<file path="src/rtl/d_pipe_reg_amisha.sv">
// d_pipe_reg_amisha: WIDTH x DEPTH enable-gated delay line with per-stage valid, flush, tap and occupancy.
// Define D_PIPE_PARITY_EN to carry a per-stage parity bit and drive the sticky perr_amisha flag.
module d_pipe_reg_amisha #(
    parameter int               WIDTH   = 8,
    parameter int               DEPTH   = 4,
    parameter logic [WIDTH-1:0] RST_VAL = '0,
    localparam int              TW      = (DEPTH > 1) ? $clog2(DEPTH) : 1,
    localparam int              OW      = $clog2(DEPTH + 1)
) (
    input  logic             clk_amisha,
    input  logic             rst_amisha,
    input  logic             en_amisha,
    input  logic             clr_amisha,
    input  logic [WIDTH-1:0] d_amisha,
    input  logic             d_valid_amisha,
    input  logic             inj_amisha,
    input  logic [TW-1:0]    tap_sel_amisha,
    output logic [WIDTH-1:0] q_amisha,
    output logic             q_valid_amisha,
    output logic [WIDTH-1:0] tap_q_amisha,
    output logic             tap_valid_amisha,
    output logic [OW-1:0]    occ_amisha,
    output logic             perr_amisha
);

    logic [WIDTH-1:0] stage_r [DEPTH];
    logic [DEPTH-1:0] valid_r;
    logic [OW-1:0]    occ_r;

    always_ff @(posedge clk_amisha or posedge rst_amisha) begin
        if (rst_amisha) begin
            for (int i = 0; i < DEPTH; i++) stage_r[i] <= RST_VAL;
            valid_r <= '0;
            occ_r   <= '0;
        end else if (clr_amisha) begin
            for (int i = 0; i < DEPTH; i++) stage_r[i] <= RST_VAL;
            valid_r <= '0;
            occ_r   <= '0;
        end else if (en_amisha) begin
            stage_r[0] <= d_amisha;
            valid_r[0] <= d_valid_amisha;
            for (int i = 1; i < DEPTH; i++) begin
                stage_r[i] <= stage_r[i-1];
                valid_r[i] <= valid_r[i-1];
            end
            // Incremental update: one may enter and one may leave per advance.
            occ_r <= occ_r + OW'(d_valid_amisha) - OW'(valid_r[DEPTH-1]);
        end
    end

    assign q_amisha       = stage_r[DEPTH-1];
    assign q_valid_amisha = valid_r[DEPTH-1];
    assign occ_amisha     = occ_r;

    // Out-of-range selects (non power-of-2 DEPTH) fall through to the defaults.
    always_comb begin
        tap_q_amisha     = RST_VAL;
        tap_valid_amisha = 1'b0;
        for (int i = 0; i < DEPTH; i++) begin
            if (int'(tap_sel_amisha) == i) begin
                tap_q_amisha     = stage_r[i];
                tap_valid_amisha = valid_r[i];
            end
        end
    end

`ifdef D_PIPE_PARITY_EN
    logic [DEPTH-1:0] par_r;
    logic             perr_r;

    always_ff @(posedge clk_amisha or posedge rst_amisha) begin
        if (rst_amisha) begin
            par_r  <= {DEPTH{^RST_VAL}};
            perr_r <= 1'b0;
        end else if (clr_amisha) begin
            par_r  <= {DEPTH{^RST_VAL}};
            perr_r <= 1'b0;
        end else begin
            if (en_amisha) begin
                par_r[0] <= (^d_amisha) ^ inj_amisha;
                for (int i = 1; i < DEPTH; i++) par_r[i] <= par_r[i-1];
            end
            if (valid_r[DEPTH-1] && ((^stage_r[DEPTH-1]) != par_r[DEPTH-1]))
                perr_r <= 1'b1;
        end
    end

    assign perr_amisha = perr_r;
`else
    logic unused_inj;
    assign unused_inj  = inj_amisha;
    assign perr_amisha = 1'b0;
`endif

endmodule
</file>
<file path="config.mk">
export PLATFORM = sky130hd
export DESIGN_NAME = d_pipe_reg_amisha
export DESIGN_NICKNAME = d
export VERILOG_FILES = /design/src/rtl/d_pipe_reg_amisha.sv
export SDC_FILE = /design/constraint.sdc
export NUM_CORES = 1
export LEC_CHECK = 0
export ABC_AREA = 1
export CAP_MARGIN = 0
export CORE_MARGIN = 2
export CORE_UTILIZATION = 45
export DETAILED_ROUTE_END_ITERATION = 16
export GPL_TIMING_DRIVEN = 1
export PLACE_DENSITY = 0.84
export SYNTH_ARGS = -nofsm -noshare
export SYNTH_HDL_FRONTEND = slang
export SYNTH_SLANG_ARGS = --single-unit
</file>
<file path="constraint.sdc">
create_clock -name clk_amisha -period 1.6 [get_ports clk_amisha]
set_clock_uncertainty 0.1 [all_clocks]
set_input_delay 0.32 -clock clk_amisha [delete_from_list [all_inputs] [get_ports clk_amisha]]
set_output_delay 0.32 -clock clk_amisha [all_outputs]
set_load 0.05 [all_outputs]
</file>
==> impl_metrics.json, run 1 <==
{
  "violations": "setup timing",
  "ant_nets": 0,
  "antenna_found_initial": 0,
  "wl_met3_um": 283,
  "die_w_um": 69.5,
  "drtPass1Iterations": 4,
  "n_antenna_cell": 0,
  "dr_wl_met2_mm": 2.29,
  "ys_ff_latch": 39,
  "crit_path_start_kind": "flip-flop",
  "synthesis.instances": 216,
  "power.density_mw_per_mm2": 861,
  "fin_ws_ps": -96.5,
  "clock_latency_ps": 290,
  "vias_per_cell": 5.15,
  "crit_required_ps": 1660,
  "synth.distinct_cells": 20,
  "switching_share": 0.244,
  "p_int_mw": 1.80,
  "rsz0062_at_grt": "yes",
  "drive_gt1_frac": 0.299,
  "htreeDepth": 2,
  "multiInputGateArea_um2": 732,
  "num_rows": 23,
  "grt.total_usage": 0.199,
  "path_cells": "inv_2 > ha_4 > inv_2 > ha_4 > inv_2 > fa_2 > o22ai_2",
  "clkTransAtPathRegs_ps": 80,
  "io_buffers": 35,
  "timing.fmax_ghz": 0.589,
  "path_max_fanout": 2,
  "clkPwrFrac": 0.407,
  "grt_max_degree": 40,
  "reg2reg_depth": 7,
  "period_needed_ps": 1700,
  "highest_layer": "met4",
  "stdcell_count": 311,
  "pre_cts_ws_ps": -526,
  "worst_slew_pin_slew_ps": 555,
  "tns_ps": -244,
  "overflow": 0,
  "core_area_mm2": 0.00406,
  "cts_sinks": 39,
  "cts_tree": "done",
  "synth.yosys.seq_area_share": 0.505,
  "fin_area_mm2": 0.00277,
  "cts_hold_buf": 0,
  "fin_crit_sh": 1.06,
  "maxCapViolations": 0,
  "grt_first_pass_wirelength_mm": 7.58,
  "dieArea_mm2": 0.00483,
  "cpMostUsedCell": "inv_2",
  "power_switching_mw": 0.583,
  "n_fill_cell": 301,
  "initial_utilization": 0.476,
  "clockBufferDepth": 2,
  "hold_class": "in -> async",
  "max_stage_delay_ps": 520,
  "hold_viol": 0,
  "num_vias": 1602,
  "hpwl_mm": 2.81,
  "slew_viol_final": 0,
  "num_io_pins": 38,
  "crit_type": "reg -> reg",
  "layout.nets": 279,
  "critPathCaptureType": "flip-flop",
  "drtIter0Drc": 113,
  "slew_headroom": 0.629,
  "syn_nets": 235,
  "grt_pass1_vias": 1619,
  "irDropWorstVdd_uv": 502,
  "power_frac_seq": 0.435,
  "synth_area_mm2": 0.00193,
  "critPathArrivalTime_ps": 1760,
  "drt-wirelength-per-cell_um": 14.7,
  "dp.cells": 292,
  "syn2layout_area_growth_pct": 43.3,
  "combPwrFrac": 0.158,
  "setup_violations": 3,
  "status": "finished, violations left",
  "avgSynthCellArea_um2": 8.94,
  "mostFrequentLayoutCell": "nand2_1",
  "wl_met1_mm": 1.92,
  "leakagePower_nw": 1.20,
  "gp_congestion": 0.752,
  "wl_mm": 4.57,
  "crit_slowest_cell": "fa_2",
  "ctsRootBufferMaster": "clkbuf_8",
  "synth_warnings": 0,
  "layout_common_cells": "61 x nand2_1, 36 x dfrtp_1, 32 x inv_1",
  "cts_inserted_buffers": 5,
  "remaining_drc_errors": 0,
  "placed_cell_area_mm2": 0.00251,
  "final-seq-area_um2": 980,
  "die_h_um": 69.5
}
## logic make-up (layout without fill, tap and decap cells)
kind of cell               after synthesis  after routing  synth area share
other                                    1              1           0.00194
buffers and inverters                   56             98             0.148
DFF                                     39             39             0.505
and+or+nand+nor                         79             82             0.179
adders and majority gates                3              3            0.0233
AOI/OAI and AO/OA                       38             38             0.143
## Yosys cell counts, drive strengths merged
cell type  number  area [um2]
o22ai          19         181
buf            17         139
nand3           2        10.0
nor2            4        35.0
fa              1        20.0
clkinv          1        3.75
dfrtp          39         976
nand3b          1        7.51
o21ai          19        95.1
nand2          63         236
inv            38         143
ha              2        25.0
conb            1        3.75
nand4           9        56.3
## worst paths after layout
path,startpoint,endpoint,slack (ps)
setup / recovery,occ_amisha[0],occ_amisha[1],-100
hold / removal,rst_amisha,occ_amisha[1],270
setup reg to reg,occ_amisha[0],occ_amisha[1],-100
hold reg to reg,q_amisha[3],q_amisha[3],440
max in group asynchronous,rst_amisha,q_amisha[0],920
min in group clk_amisha,q_amisha[3],q_amisha[3],440
## state kept, by name, summed over array words and instances (netlist names)
name and flops:
stage_r 24, q_amisha 8, valid_r 4, occ_amisha 3
## power by group through the flow
stage	Combinational [mW]	Clock, mW	Sequential [mW]
2_1_floorplan	0.182	0	1.07
4_1_cts	0.365	0.975	1.04
3_5_place_dp	0.347	0	1.06
5_1_grt	0.406	1.03	1.04
3_3_place_gp	0.341	0	1.05
6_report	0.377	0.969	1.04
## per-stage QoR
step | hold WS [ps] | total power, mW | utilization
after floorplan | 341 | 1.25 | -
after global placement | 423 | 1.40 | 0.618
after detailed placement | 437 | 1.40 | 0.618
after CTS | 275 | 2.38 | 0.662
after global routing | 300 | 2.48 | 0.682
final | 266 | 2.38 | 0.682
## critical path: cells and delay by family, from the launching register on
kind | cells | cell delay [ps]
AOI/OAI and AO/OA | 1 | 60
DFF | 1 | 410
adders and majority gates | 3 | 830
buffers and inverters | 3 | 160
## timing repair
item | 4_1_cts | 5_1_grt
gates cloned | 2 | 1
resized for setup | 18 | 10
setup endpoints to repair | 11 | 11
setup buffers | 1 | 7
pin swaps | 10 | 11
## layout make-up
cell class | count | share of cell area
Clock buffer | 6 | 0.0262
Clock inverter | 2 | 0.0217
Inverter | 39 | 0.0529
Multi-Input combinational cell | 124 | 0.264
Sequential cell | 39 | 0.354
Tap cell | 50 | 0.0226
Timing Repair Buffer | 51 | 0.258
## layer usage
layer | track usage | vias up
li1 | - | 769
met1 | 0.267 | 767
met2 | 0.319 | 56
met3 | 0.0494 | 10
met4 | 0.0588 | 0
met5 | 0 | -
Power figures use the tool's default switching activity.
==> run 2, diff against run 1 <==
--- a/config.mk
+++ b/config.mk
@@ -11,6 +11,7 @@
 export CORE_UTILIZATION = 45
 export DETAILED_ROUTE_END_ITERATION = 16
 export GPL_TIMING_DRIVEN = 1
+export MAX_ROUTING_LAYER = met4
 export PLACE_DENSITY = 0.84
 export SYNTH_ARGS = -nofsm -noshare
 export SYNTH_HDL_FRONTEND = slang
==> impl_metrics.json, run 2 (synthesis gave the netlist of run 1 again) <==
{
  "largest_register": "stage_r",
  "grt_pass1_vias": 1621,
  "grt_max_degree": 40,
  "dp.cells": 292,
  "fin_util": 0.682,
  "leakagePower_nw": 1.20,
  "drt-wirelength-per-cell_um": 14.7,
  "cts_tree": "done",
  "placed_cell_area_mm2": 0.00251,
  "drtPass1Iterations": 4,
  "core_area_mm2": 0.00406,
  "pre_cts_ws_ps": -526,
  "grt_first_pass_wirelength_mm": 7.58,
  "antenna_found_initial": 0,
  "cts_sinks": 39,
  "fin_ws_ps": -97.2,
  "layout.nets": 279,
  "violations": "setup timing",
  "io_buffers": 35,
  "maxCapViolations": 0,
  "initial_utilization": 0.476,
  "reg2reg_depth": 7,
  "num_rows": 23,
  "grt.total_usage": 0.203,
  "stdcell_count": 311,
  "crit_type": "reg -> reg",
  "num_io_pins": 38,
  "power.density_mw_per_mm2": 861,
  "drtIter0Drc": 132,
  "clockBufferDepth": 2,
  "layout_common_cells": "61 x nand2_1, 36 x dfrtp_1, 32 x inv_1",
  "drive_gt1_frac": 0.299,
  "ant_nets": 0,
  "overflow": 0,
  "slew_viol_final": 0,
  "num_vias": 1612,
  "vias_per_cell": 5.18,
  "fin_crit_sh": 1.06,
  "n_antenna_cell": 0,
  "critPathArrivalTime_ps": 1760,
  "crit_required_ps": 1660,
  "largest_reg_flops": 24,
  "status": "finished, violations left",
  "setup_violations": 3,
  "period_needed_ps": 1700,
  "die_w_um": 69.5,
  "critPathCaptureType": "flip-flop",
  "irDropWorstVdd_uv": 502,
  "mostFrequentLayoutCell": "nand2_1",
  "slew_headroom": 0.629,
  "hpwl_mm": 2.81,
  "syn2layout_area_growth_pct": 43.3,
  "clkTransAtPathRegs_ps": 80,
  "clock_latency_ps": 290,
  "fin_area_mm2": 0.00277,
  "htreeDepth": 2,
  "die_h_um": 69.5,
  "ctsRootBufferMaster": "clkbuf_8",
  "cts_hold_buf": 0,
  "path_max_fanout": 2,
  "rsz0062_at_grt": "yes",
  "hold_viol": 0,
  "whs_ps": 264,
  "wl_mm": 4.57,
  "cts_inserted_buffers": 5,
  "gp_congestion": 0.762,
  "remaining_drc_errors": 0,
  "worst_slew_pin_slew_ps": 556,
  "dieArea_mm2": 0.00483,
  "crit_path_start_kind": "flip-flop",
  "timing.fmax_ghz": 0.589,
  "n_fill_cell": 301,
  "hold_class": "in -> async"
}
## run 2: metal layers
metal  GRT usage  share of wire  vias to the layer above
met5           -              0                        -
met4      0.0588          0.015                        0
met3      0.0407          0.056                       10
met2       0.319           0.50                       52
met1       0.270           0.42                      779
li1            -              -                      771
## run 2: critical path: stages (launching register included)
cell and delay (ps):
dfrtp_2 410, inv_2 70, ha_4 190, inv_2 60, ha_4 120, inv_2 30
fa_2 520, o22ai_2 60
## run 2: timing repair
action / 4_1_cts / 5_1_grt
pin swaps: 10 / 11
setup endpoints to repair: 11 / 11
gates cloned: 2 / 1
buffers inserted: 1 / 7
resized for setup: 18 / 10
## run 2: through the flow
step | power [mW] | TNS [ps]
3_5_place_dp | 1.40 | -6930
5_1_grt | 2.47 | -446
2_1_floorplan | 1.25 | -518
3_3_place_gp | 1.40 | -5320
6_report | 2.38 | -244
4_1_cts | 2.38 | -327
## run 2: layout make-up
cell class                 instances  area, um2  area share
tap                               50       62.6      0.0226
clock inverter                     2       60.1      0.0217
sequential                        39        980       0.354
clock buffer                       6       72.6      0.0262
inverter                          39        146      0.0529
multi-input combinational        124        732       0.264
timing repair buffer              51        716       0.258
## run 2: report_power, final
group | total, mW | switching [mW] | internal, mW
logic | 0.377 | 0.215 | 0.161
clock network | 0.970 | 0.347 | 0.623
registers | 1.04 | 0.0217 | 1.02
total | 2.38 | 0.583 | 1.80
## run 2: path summary, 6_finish.rpt
check | from | end | slack [ps]
worst max-delay path | occ_amisha[0] | occ_amisha[1] | -100
worst min-delay path | rst_amisha | occ_amisha[1] | 260
worst max register to register | occ_amisha[0] | occ_amisha[1] | -100
worst min register to register | q_amisha[3] | q_amisha[3] | 440
max in group asynchronous | rst_amisha | q_amisha[0] | 920
min in group clk_amisha | q_amisha[3] | q_amisha[3] | 440
==> patch 1, RTL diff (settings of run 2) <==
The parameter `WIDTH` goes from 8 to 10.
--- a/src/rtl/d_pipe_reg_amisha.sv
+++ b/src/rtl/d_pipe_reg_amisha.sv
@@ -3,3 +3,3 @@
 module d_pipe_reg_amisha #(
-    parameter int               WIDTH   = 8,
+    parameter int               WIDTH   = 10,
     parameter int               DEPTH   = 4,
Interface: changed (resized d_amisha, q_amisha and tap_q_amisha); port bits go from 38 to 44. No check against the original RTL was run, so the function may have changed too.
==> patch 1 against run 2 <==
  * The run still ends with negative setup slack left
  * Total power up 16%
  * Area after synthesis up 22%
  * Utilization up 0.20 points
  * Wire length up 24%
  * Design area up 25%
  * Sequential power up 20%
  * Setup slack worse by 0.024 ns
  * Sequential cell count up 8
  * Largest cell class unchanged
==> patch 1: results (changes against run 2) <==
- Number of I/O port buffers: 41 (was 35)
- Met1 Resource Use GR: 24.6% (was 27.0%)
- Number of flip-flops in the largest register: 30 (was 24)
- Power spent charging and discharging nets: 0.704 mW (was 0.583 mW)
- Count of filler cells inserted in the layout: 355 (was 301)
- Fraction of area in registers: 34.0% (was 35.4%)
- Total placed cells including tap cells: 364 (was 292)
- Largest net degree at the start of global routing: 30 (was 40)
- Peak VDD IR: 479 uV (was 502 uV)
- Most used standard cells in the synthesized netlist: nand2_1, dfrtp_1, inv_1 (unchanged)
- Per-instance average area after synthesis: 9.11 sq um (was 8.94 sq um)
- Outcome: finished, violations left (unchanged)
- Final estimated routing congestion in global placement: 0.823 (was 0.762)
- Non-clock buffering overhead: 28.0% (was 25.8%)
- Final setup viols: 10 (was 3)
- Non-Clock Inverter Count: 45 (was 39)
- Cells resized by post-CTS repair: 49 (was 18)
- Share of total power consumed by net switching: 25.4% (was 24.5%)
- Total global-route track usage: 21.3% (was 20.3%)
- Via count of the first global-routing pass: 2072 (was 1621)
- Violations in the final reports: negative setup slack (unchanged)
- Top area cells in the synthesized netlist: dfrtp_1, nand2_1, inv_1 (unchanged)
- Post-DP HPWL: 3640 um (was 2810 um)
- Violation count after the first detailed-route iteration: 146 (was 132)
- Post-route met1 wirelength: 2290 um (was 1940 um)
- DR vias: 1952 (was 1612)
- Antenna fix cells: 0 (unchanged)
- Delay of the slowest cell on the worst path: 0.41 ns (was 0.52 ns)
- Sink count of the clock tree: 47 (was 39)
- Met3 routing resource usage after global routing: 4.98% (was 4.07%)
- Number of nets produced by synthesis: 279 (was 235)
- Number of standard cells in the layout, taps in and fillers out: 381 (was 311)
- Met2 track utilization from global routing: 35.8% (was 31.9%)
- Combinational power: 0.499 mW (was 0.377 mW)
- Net total in the final layout: 331 (was 279)
- Global-route wire length before repair: 9600 um (was 7580 um)
- Proportion of layout cells with a drive suffix above 1: 41.2% (was 29.9%)
- Multi-input gate share of the layout cell area: 26.3% (was 26.4%)
- Post-CTS Setup Bufs: 4 (was 1)
- Wire per inst: 14.9 um (was 14.7 um)
- Yosys cell types: 23 (was 20)
- Post-synthesis sequential area ratio: 50.1% (was 50.5%)
- Share of power burned in registers: 45.0% (was 43.5%)
- Multi-input combinational gate total: 143 (was 124)
- Critical path endpoint: occ_amisha[2] (was occ_amisha[1])
- Met3 WL post-DR: 301 um (was 256 um)
- Post-route setup slack: -0.122 ns (was -0.0972 ns)
- Slowest stage cell, crit path: dfrtp_2 (was fa_2)
- Leakage power: 1.51 nW (was 1.20 nW)
- DR WL met2: 2970 um (was 2300 um)
- Worst path arrival time: 1.82 ns (was 1.76 ns)
- Clock buffers and inverters, area share: 3.82% (was 4.79%)
patch 1: cell count changes in the layout (fill, tap and decap cells not counted), moves of 5 or more:
cell and change:
dfrtp_1 +7, o21ai_0 -11, o21ai_2 +16, nand2_1 -10, o22ai_2 -5, o22ai_1 +9, buf_12 +7, nand2_2 +20
inv_4 +6
patch 1: logic make-up (layout without fill, tap and decap cells):
kind of cell,after synthesis,count (layout),synth area share (%)
adders and majority gates,3,3,1.92
DFF,47,47,50.1
other,1,1,0.160
AOI/OAI and AO/OA,46,46,14.9
buffers and inverters,68,121,15.8
and+or+nand+nor,93,93,17.1
patch 1: per-stage QoR:
stage               utilization [%]  hold WS (ns)  area, sq um  TNS [ns]  worst slack [ns]
detailed placement             61.6         0.430         3130     -8.04            -0.697
global placement               61.6         0.422         3130     -7.43            -0.644
finish                         68.4         0.174         3470    -0.481            -0.122
CTS                            67.1         0.180         3400    -0.372            -0.124
global route                   68.4         0.187         3470    -0.971            -0.190
floorplan                         -         0.341         2380    -0.479            -0.205
==> patch 2, RTL diff (flow settings as in run 2) <==
Made on the original files. Register the inputs `d_valid_amisha` and `tap_sel_amisha` before use. The logic sees them one clock later. The other inputs are not delayed to match.
--- a/src/rtl/d_pipe_reg_amisha.sv
+++ b/src/rtl/d_pipe_reg_amisha.sv
@@ -25,2 +25,10 @@
 
+    logic d_valid_amisha_q;
+    logic [TW-1:0] tap_sel_amisha_q;
+
+    always_ff @(posedge clk_amisha) begin
+        d_valid_amisha_q <= d_valid_amisha;
+        tap_sel_amisha_q <= tap_sel_amisha;
+    end
+
     logic [WIDTH-1:0] stage_r [DEPTH];
@@ -40,3 +48,3 @@
             stage_r[0] <= d_amisha;
-            valid_r[0] <= d_valid_amisha;
+            valid_r[0] <= d_valid_amisha_q;
             for (int i = 1; i < DEPTH; i++) begin
@@ -46,3 +54,3 @@
             // Incremental update: one may enter and one may leave per advance.
-            occ_r <= occ_r + OW'(d_valid_amisha) - OW'(valid_r[DEPTH-1]);
+            occ_r <= occ_r + OW'(d_valid_amisha_q) - OW'(valid_r[DEPTH-1]);
         end
@@ -59,3 +67,3 @@
         for (int i = 0; i < DEPTH; i++) begin
-            if (int'(tap_sel_amisha) == i) begin
+            if (int'(tap_sel_amisha_q) == i) begin
                 tap_q_amisha     = stage_r[i];
Behaviour: not the same (Yosys sat finds a counterexample within 4 cycles, from zero or initial values and one cycle with rst_amisha high).
==> patch 2 against run 2 <==
  * The run still ends with negative setup slack left
  * Count of clock-buffer cells in the layout increased by 1
  * Design area decreased by 0.50%
  * Register-to-register slack improved by 0.03 ns
  * Sequential cell count increased by 3
  * Total power decreased by 8.4%
  * Clock power decreased by 28%
  * Setup slack got worse by 0.10 ns
  * Maximum frequency decreased by 5.6%
  * Largest power group unchanged
  * Wire length decreased by 5.2%
  * Sequential share of layout area increased by 2.4 points
  * Area after synthesis increased by 3.1%
  * Die area increased by 2.9%
==> patch 2: results (changes against run 2) <==
- Outcome: finished, violations left (unchanged)
- Violations in the final reports: negative setup slack (unchanged)
- Post-place setup slack: -0.113 ns (was -0.526 ns)
- Number of nets produced by synthesis: 239 (was 235)
- Worst r2r src: valid_r[3] (was occ_amisha[0])
- Total global-route track usage: 19.4% (was 20.3%)
- Per-instance average area after synthesis: 9.05 sq um (was 8.94 sq um)
- Delay of the slowest cell on the worst path: 0.37 ns (was 0.52 ns)
- Post-route setup slack: -0.198 ns (was -0.0972 ns)
- Yosys cell types: 19 (was 20)
- Post-synthesis sequential area ratio: 52.0% (was 50.5%)
- Most used standard cells in the synthesized netlist: nand2_1, dfrtp_1, inv_1 (unchanged)
- Leakage power: 1.20 nW (about the same)
- Number of I/O port buffers: 35 (unchanged)
- Peak VDD IR: 402 uV (was 502 uV)
- Via count of the first global-routing pass: 1543 (was 1621)
- DR vias: 1557 (was 1612)
- Worst-margin pin slew: 0.549 ns (was 0.556 ns)
- Worst Hold Margin: 0.281 ns (was 0.264 ns)
- First-pass iteration count of the detailed router: 5 (was 4)
- Highest fanout seen on the critical path: 5 (was 2)
- Async S/R FF share, synth: 92.9% (was 100%)
- Violation count after the first detailed-route iteration: 106 (was 132)
- Summed negative setup slack over all endpoints: -1.48 ns (was -0.244 ns)
- Critical path endpoint: tap_q_amisha[7] (was occ_amisha[1])
- Net total in the final layout: 279 (unchanged)
- Worst path arrival time: 1.38 ns (was 1.76 ns)
- Proportion of layout cells with a drive suffix above 1: 28.0% (was 29.9%)
- Post-DP HPWL: 2930 um (was 2810 um)
- Final estimated routing congestion in global placement: 0.774 (was 0.762)
- Cell family contributing the most delay on the critical path: simple AND/OR/NAND/NOR gates (was adder cells)
- Worst setup startpoint: tap_sel_amisha_q[0] (was occ_amisha[0])
- Global-route wire length before repair: 7330 um (was 7580 um)
- Final setup viols: 11 (was 3)
- Area post-placement: 2620 sq um (was 2510 sq um)
- Post-CTS Setup Bufs: 0 (was 1)
- Total placed cells including tap cells: 303 (was 292)
- Top area cells in the synthesized netlist: dfrtp_1, nand2_1, inv_1 (unchanged)
- Slowest stage cell, crit path: dfxtp_4 (was fa_2)
- Worst reg2reg setup slack: -0.07 ns (was -0.1 ns)
[patch 2: worst min-delay path: cells and delay by family]
family	cells	cell delay [ns]
buf+inv	3	0.73
[patch 2: worst min-delay path by stage]
| stage | startpoint | endpoint | depth (start not counted) |
|---|---|---|---|
| 2_1_floorplan | d_valid_amisha | d_valid_amisha_q | 0 |
| 3_3_place_gp | stage_r[16] | stage_r[8] | 2 |
| 3_5_place_dp | stage_r[19] | stage_r[11] | 2 |
| 4_1_cts | rst_amisha | q_amisha[2] | 3 |
| 5_1_grt | rst_amisha | q_amisha[2] | 3 |
| 6_report | rst_amisha | q_amisha[3] | 3 |
[patch 2: what timing repair did]
action,4_1_cts,5_1_grt
endpoints found under the hold margin,0,0
setup endpoints to repair,11,11
resized for setup,8,8
hold buffers,0,0
cloned,2,0
pin swaps,14,11
[patch 2: layout make-up]
| cell class | count | area (sq um) |
|---|---|---|
| Fill cell | 342 | 1540 |
| Clock inverter | 1 | 5.00 |
| Timing Repair Buffer | 48 | 682 |
| Inverter | 41 | 156 |
| Multi-Input combinational cell | 122 | 718 |
| Tap cell | 52 | 65.1 |
| Clock buffer | 7 | 86.3 |
| Sequential cell | 42 | 1040 |
[patch 2: kinds of logic (layout without fill, tap and decap cells)]
kind of cell	after synthesis	count (layout)	synth area share [%]
other cells	1	1	0.188
simple gates	79	81	17.1
buf+inv	58	97	14.7
compound gates	37	37	13.7
flops	42	42	52.0
fa+ha+maj	3	3	2.26
[patch 2: where the power goes]
part	internal (mW)	switching (mW)
combinational	0.156	0.203
sequential	1.09	0.0284
clock	0.348	0.354
[patch 2: per-layer routing]
layer  track usage, %  share of wire [%]  up-vias
met5                -                  0        -
met4             8.39                2.1        0
met3             2.85                5.6        9
met2             30.3                 52       51
met1             25.4                 40      728
li1                 -                  -      769
